[config.mk]
export PLATFORM = sky130hd
export DESIGN_NAME = dmem_responder
export DESIGN_NICKNAME = d
export VERILOG_FILES = /design/src/rtl/dmem_pkg.sv /design/src/rtl/dmem_array.sv /design/src/rtl/dmem_responder.sv
export SDC_FILE = /design/constraint.sdc
export NUM_CORES = 2
export LEC_CHECK = 0
export BUFFER_PORTS_ARGS = -buffer_cell sky130_fd_sc_hd__buf_2
export CAP_MARGIN = 20
export CORE_ASPECT_RATIO = 0.7
export CORE_MARGIN = 3
export CORE_UTILIZATION = 36
export DETAILED_ROUTE_END_ITERATION = 10
export PLACE_DENSITY = 0.55
export SYNTH_ARGS = -nofsm -noshare
export SYNTH_HDL_FRONTEND = slang
export SYNTH_SLANG_ARGS = --single-unit
export TNS_END_PERCENT = 30
[constraint.sdc]
create_clock -name clk -period 7.3 [get_ports clk]
set_clock_uncertainty 0.1 [all_clocks]
set_input_delay 1.46 -clock clk [delete_from_list [all_inputs] [get_ports clk]]
set_output_delay 1.46 -clock clk [all_outputs]
set_load 0.01 [all_outputs]
[src/rtl/dmem_pkg.sv]
// Shared definitions for the data-memory responder: RV32I load/store funct3 codes,
// FSM states and the store byte-enable decode.
package dmem_pkg;

    localparam logic [2:0] F3_B  = 3'b000;
    localparam logic [2:0] F3_H  = 3'b001;
    localparam logic [2:0] F3_W  = 3'b010;
    localparam logic [2:0] F3_BU = 3'b100;
    localparam logic [2:0] F3_HU = 3'b101;

    typedef enum logic [1:0] {
        IDLE,
        BUSY,
        RESP
    } dmem_state_t;

    // Little-endian lane mask for a store; unsupported widths select no lanes.
    function automatic logic [3:0] byte_enables(input logic [2:0] funct3, input logic [1:0] addr);
        case (funct3)
            F3_B:    byte_enables = 4'b0001 << addr;
            F3_H:    byte_enables = addr[1] ? 4'b1100 : 4'b0011;
            F3_W:    byte_enables = 4'b1111;
            default: byte_enables = 4'b0000;
        endcase
    endfunction

endpackage

[src/rtl/dmem_array.sv]
// Word-addressed storage with per-byte write enables and a registered read port.
// A same-edge write to the word being read is forwarded so the read sees new data.
module dmem_array #(
    parameter int ADDR_W = 7,
    parameter int DATA_W = 32
) (
    input  logic                  clk,
    input  logic                  we,
    input  logic [DATA_W/8-1:0]   be,
    input  logic [ADDR_W-1:0]     waddr,
    input  logic [DATA_W-1:0]     wdata,
    input  logic [ADDR_W-1:0]     raddr,
    output logic [DATA_W-1:0]     rdata
);

    localparam int LANES = DATA_W / 8;
    localparam int DEPTH = 2 ** ADDR_W;

    logic [LANES-1:0][7:0] mem [DEPTH];
    logic [DATA_W-1:0]     rdata_reg;

    always_ff @(posedge clk) begin
        for (int b = 0; b < LANES; b++) begin
            if (we && be[b]) begin
                mem[waddr][b] <= wdata[8*b +: 8];
            end
            if (we && be[b] && (waddr == raddr)) begin
                rdata_reg[8*b +: 8] <= wdata[8*b +: 8];
            end else begin
                rdata_reg[8*b +: 8] <= mem[raddr][b];
            end
        end
    end

    assign rdata = rdata_reg;

endmodule

[src/rtl/dmem_responder.sv]
// Fixed-latency request/response data memory for the MEM stage: RV32I byte/half/word
// access with alignment checks and sign/zero extension, one response pulse per request.
module dmem_responder
    import dmem_pkg::*;
#(
    parameter int DM_ADDRESS = 9,
    parameter int DATA_W     = 32,
    parameter int LATENCY    = 2
) (
    input  logic                  clk,
    input  logic                  reset,
    input  logic                  req_valid,
    output logic                  req_ready,
    input  logic                  req_we,
    input  logic [DM_ADDRESS-1:0] req_addr,
    input  logic [2:0]            req_funct3,
    input  logic [DATA_W-1:0]     req_wdata,
    output logic                  rsp_valid,
    output logic [DATA_W-1:0]     rsp_rdata,
    output logic                  rsp_err
);

    localparam int WORD_W = DM_ADDRESS - 2;

    dmem_state_t           state_reg, state_next;
    logic [3:0]            cnt_reg, cnt_next;
    logic                  we_reg;
    logic [DM_ADDRESS-1:0] addr_reg;
    logic [2:0]            f3_reg;
    logic [DATA_W-1:0]     wdata_reg;
    logic                  rsp_valid_reg;
    logic [DATA_W-1:0]     rsp_rdata_reg;
    logic                  rsp_err_reg;

    logic                  accept;
    logic                  commit;
    logic                  err;
    logic                  mem_we;
    logic [DATA_W-1:0]     mem_wdata;
    logic [DATA_W-1:0]     rd_word;
    logic [7:0]            ld_byte;
    logic [15:0]           ld_half;
    logic [DATA_W-1:0]     ld_data;

    assign req_ready = (state_reg == IDLE) || (state_reg == RESP);
    assign accept    = req_valid && req_ready;
    // The edge taken while in RESP is the response edge of the pending request.
    assign commit    = (state_reg == RESP);

    always_comb begin
        state_next = state_reg;
        cnt_next   = cnt_reg;
        case (state_reg)
            IDLE, RESP: begin
                if (accept) begin
                    state_next = (LATENCY > 1) ? BUSY : RESP;
                    cnt_next   = 4'(LATENCY - 1);
                end else begin
                    state_next = IDLE;
                end
            end
            BUSY: begin
                cnt_next = cnt_reg - 4'd1;
                if (cnt_reg <= 4'd1) begin
                    state_next = RESP;
                end
            end
            default: state_next = IDLE;
        endcase
    end

    always_ff @(posedge clk or negedge reset) begin
        if (!reset) begin
            state_reg <= IDLE;
            cnt_reg   <= 4'd0;
            we_reg    <= 1'b0;
            addr_reg  <= '0;
            f3_reg    <= 3'b000;
            wdata_reg <= '0;
        end else begin
            state_reg <= state_next;
            cnt_reg   <= cnt_next;
            if (accept) begin
                we_reg    <= req_we;
                addr_reg  <= req_addr;
                f3_reg    <= req_funct3;
                wdata_reg <= req_wdata;
            end
        end
    end

    always_comb begin
        err = 1'b0;
        case (f3_reg)
            F3_B:    err = 1'b0;
            F3_H:    err = addr_reg[0];
            F3_W:    err = |addr_reg[1:0];
            F3_BU:   err = we_reg;
            F3_HU:   err = we_reg | addr_reg[0];
            default: err = 1'b1;
        endcase
    end

    // Replicate narrow store data across the word; byte enables pick the live lanes.
    always_comb begin
        mem_wdata = wdata_reg;
        case (f3_reg)
            F3_B:    mem_wdata = {(DATA_W/8){wdata_reg[7:0]}};
            F3_H:    mem_wdata = {(DATA_W/16){wdata_reg[15:0]}};
            default: mem_wdata = wdata_reg;
        endcase
    end

    assign mem_we = commit && we_reg && !err;

    // Reading at the accept address keeps LATENCY=1 correct; longer latencies re-read later.
    dmem_array #(
        .ADDR_W (WORD_W),
        .DATA_W (DATA_W)
    ) u_array (
        .clk   (clk),
        .we    (mem_we),
        .be    (byte_enables(f3_reg, addr_reg[1:0])),
        .waddr (addr_reg[DM_ADDRESS-1:2]),
        .wdata (mem_wdata),
        .raddr (accept ? req_addr[DM_ADDRESS-1:2] : addr_reg[DM_ADDRESS-1:2]),
        .rdata (rd_word)
    );

    assign ld_byte = rd_word[{addr_reg[1:0], 3'b000} +: 8];
    assign ld_half = addr_reg[1] ? rd_word[31:16] : rd_word[15:0];

    always_comb begin
        ld_data = '0;
        case (f3_reg)
            F3_B:    ld_data = {{(DATA_W-8){ld_byte[7]}}, ld_byte};
            F3_BU:   ld_data = {{(DATA_W-8){1'b0}}, ld_byte};
            F3_H:    ld_data = {{(DATA_W-16){ld_half[15]}}, ld_half};
            F3_HU:   ld_data = {{(DATA_W-16){1'b0}}, ld_half};
            F3_W:    ld_data = rd_word;
            default: ld_data = '0;
        endcase
    end

    always_ff @(posedge clk or negedge reset) begin
        if (!reset) begin
            rsp_valid_reg <= 1'b0;
            rsp_rdata_reg <= '0;
            rsp_err_reg   <= 1'b0;
        end else begin
            rsp_valid_reg <= commit;
            if (commit) begin
                rsp_rdata_reg <= (err || we_reg) ? '0 : ld_data;
                rsp_err_reg   <= err;
            end
        end
    end

    assign rsp_valid = rsp_valid_reg;
    assign rsp_rdata = rsp_rdata_reg;
    assign rsp_err   = rsp_err_reg;

endmodule

==> results.sh <==
export IMPL_synth_cell_type_count=86
export IMPL_syn_num_nets=8489
export IMPL_setup_ws_ns=1.51
export IMPL_min_path_cells=2
export IMPL_gp_congestion=0.918
export IMPL_cts_setup_buffers=0
export IMPL_rows=207
export IMPL_cpLargestDelayFamily="compound AO/OA/AOI/OAI gates"
export IMPL_synth_seq_area_share=0.758
export IMPL_cp_end_kind="flop"
export IMPL_syn_area_per_cell_um2=19.6
export IMPL_rsz0062_at_grt="no"
export IMPL_path_class="reg2reg"
export IMPL_cts_root_buf="clkbuf_16"
export IMPL_worstHoldEndpoint="wdata_reg[25]$_DFFE_PN0P_"
export IMPL_syn_inst=8439
export IMPL_final_area_um2=186000
export IMPL_leakage_nw=57.7
export IMPL_cp_buffers_inverters=3
export IMPL_final_common_cell="edfxtp_1"
export IMPL_synth_top_area_frac=0.744
export IMPL_worstPathArrival_ns=6.50
export IMPL_rr_endpoint="rsp_rdata[6]$_DFFE_PN0P_"
export IMPL_post_route_min_period_ns=5.79
export IMPL_holdCritStartpoint="wdata_reg[25]$_DFFE_PN0P_"
export IMPL_ir_drop_uv=651
export IMPL_fin_crit_sh=0.793
export IMPL_die_area_um2=467000
export IMPL_drtIter0Drc=14900
export IMPL_cts_buffer_depth=4
export IMPL_cts_tree="built"
export IMPL_syn_to_final_growth_pct=12.4
export IMPL_gr_total_overflow=0
export IMPL_clk_insertion_delay_late_ns=0.97
export IMPL_routed_via_count=90400
export IMPL_crit_path_max_fanout=63
export IMPL_max_slew_worst_pin_slew_ns=1.36
export IMPL_wl_mm=546
export IMPL_reg2reg_depth=10
export IMPL_hpwl_mm=357
export IMPL_antenna_left=0
export IMPL_drv_slew=0
export IMPL_ys_ff_latch=4188
export IMPL_cts_made_buffers=385
export IMPL_synth_area_um2=165000
export IMPL_synth_async_reset_ratio=0.0203
export IMPL_ys_flop_type="edfxtp_1"
export IMPL_max_freq_mhz=173
export IMPL_wl_per_cell_um=36.1
export IMPL_drc=0
export IMPL_holdBufCountCts=0
export IMPL_antenna_found_initial=72
export IMPL_setup_tns_ns=0
export IMPL_setup_worst_path_start_class="flop"
export IMPL_core_area_um2=456000
export IMPL_power_mw=83.0
export IMPL_fin_nets=8762
export IMPL_p_per_area_nw_per_um2=447
export IMPL_yosys_area_top_type="edfxtp_1"
export IMPL_num_io_pins=83
export IMPL_max_slew_margin=0.0816
export IMPL_dp_slack_ns=1.37
export IMPL_path_clk_slew_ns=0.06
export IMPL_largest_reg_flops=4096
export IMPL_crit_chain="buf_12 > inv_4 > buf_4 > a22o_1 > o21ai_0 > o21ai_0 > nor4_1 > nor4_1 > a222oi_1 > nand3_1"
export IMPL_hold_class="reg2reg"
export IMPL_grt_pass1_vias=85500
export IMPL_htreeDepth=5
export IMPL_synthTopCellsByArea="edfxtp_1 74%, mux4_2 10%, mux2i_1 3.6%, nor2_1 1.5%, dfrtp_1 1.3%"
export IMPL_grt_usage=0.226
export IMPL_start_util=0.363
export IMPL_cts_resized=0
export IMPL_placed_cell_area_um2=173000
export IMPL_grt_pass1_wl_mm=736
export IMPL_die_h_um=573
export IMPL_grt_max_degree=129
export IMPL_die_w_um=816
export IMPL_io_buffers=82
export IMPL_hold_viol_final=0
export IMPL_slowest_stage="nor4_1"
export IMPL_r2r_slack_ns=1.51
export IMPL_maxCapViolCount=0
export IMPL_layout_common_cells="4096 x edfxtp_1, 752 x mux4_2, 663 x nor2_1, 597 x mux2i_1, 417 x nand2_1"
export IMPL_setup_viol=0
export IMPL_crit_required_ns=8.01
export IMPL_slowest_delay_ns=1.05
export IMPL_clock_sinks=4188
export IMPL_status="finished, final reports clean"
export IMPL_ys_warn_count=0
export IMPL_vias_per_cell=5.98
export IMPL_dr_pass1_iters=10
export IMPL_drive_above_1_share=0.207
export IMPL_synth_enable_flop_cells=4096
## worst register-to-register path: stages (launching register included)
cell      delay (ns)
dfxtp_4         0.87
buf_12          0.49
inv_4           0.52
buf_4           0.52
a22o_1          0.43
o21ai_0         0.37
o21ai_0         0.43
nor4_1          1.05
nor4_1          0.34
a222oi_1        0.41
nand3_1         0.12
## cell usage after synthesis, types with 48 or more instances
cell type	number
nor3_1	52
o221ai_1	151
buf_4	66
a22oi_1	199
dfrtp_1	85
a21oi_1	146
clkbuf_1	202
mux4_2	752
mux2i_1	597
buf_2	128
o22ai_1	114
buf_6	68
nor2_1	674
mux2_2	64
o21ai_0	48
nand2_1	418
nand3_1	111
edfxtp_1	4096
## metrics by stage
stage | instances | hold WS (ns) | utilization
2_1_floorplan | 8439 | 0.342 | -
3_3_place_gp | 14300 | 0.369 | 0.379
3_5_place_dp | 14400 | 0.367 | 0.379
4_1_cts | 15000 | 0.383 | 0.406
5_1_grt | 15100 | 0.404 | 0.407
6_report | 15100 | 0.380 | 0.407
## worst max-delay path by stage
stage                              endpoint  slack (ns)  depth (start not counted)
5_1_grt           rsp_rdata[16]$_DFFE_PN0P_        1.22                         10
3_5_place_dp      rsp_rdata[18]$_DFFE_PN0P_        1.37                         12
2_1_floorplan  u_array.mem[0][28]$_DFFE_PP_        0.79                          2
4_1_cts           rsp_rdata[18]$_DFFE_PN0P_        1.38                         12
3_3_place_gp       rsp_rdata[6]$_DFFE_PN0P_       -0.08                         10
6_report           rsp_rdata[6]$_DFFE_PN0P_        1.51                         10
## cell families after synthesis
| kind of cell | count (synthesis) | share of synthesized area |
|---|---|---|
| AO/OA/AOI/OAI | 854 | 0.0375 |
| multiplexers | 1438 | 0.147 |
| flip-flops | 4188 | 0.758 |
| adder cells (fa/ha/maj) | 2 | 0.000151 |
| AND/OR/NAND/NOR | 1433 | 0.0373 |
| buffers and inverters | 524 | 0.0199 |
## metal layers
layer	GRT usage	part of all wire
met5	0.000305	0.00062
met4	0.0764	0.037
met3	0.0704	0.12
met2	0.314	0.42
met1	0.336	0.42
## cell type report
cell class	count	area, um^2
Sequential cell	4188	125000
Timing Repair Buffer	394	3170
Clock buffer	463	10100
Tap cell	6061	7580
Clock inverter	234	2270
Fill cell	40000	270000
Inverter	16	70.1
Antenna cell	38	95.1
Multi-Input combinational cell	3727	37100
## report_power, final
| part | internal, mW | leakage (nW) | switching, mW |
|---|---|---|---|
| clock | 11.3 | 6.03 | 9.10 |
| combinational | 8.16 | 13.5 | 21.2 |
| sequential | 32.3 | 38.2 | 0.981 |
No activity file was read; power rests on OpenSTA's default activity.
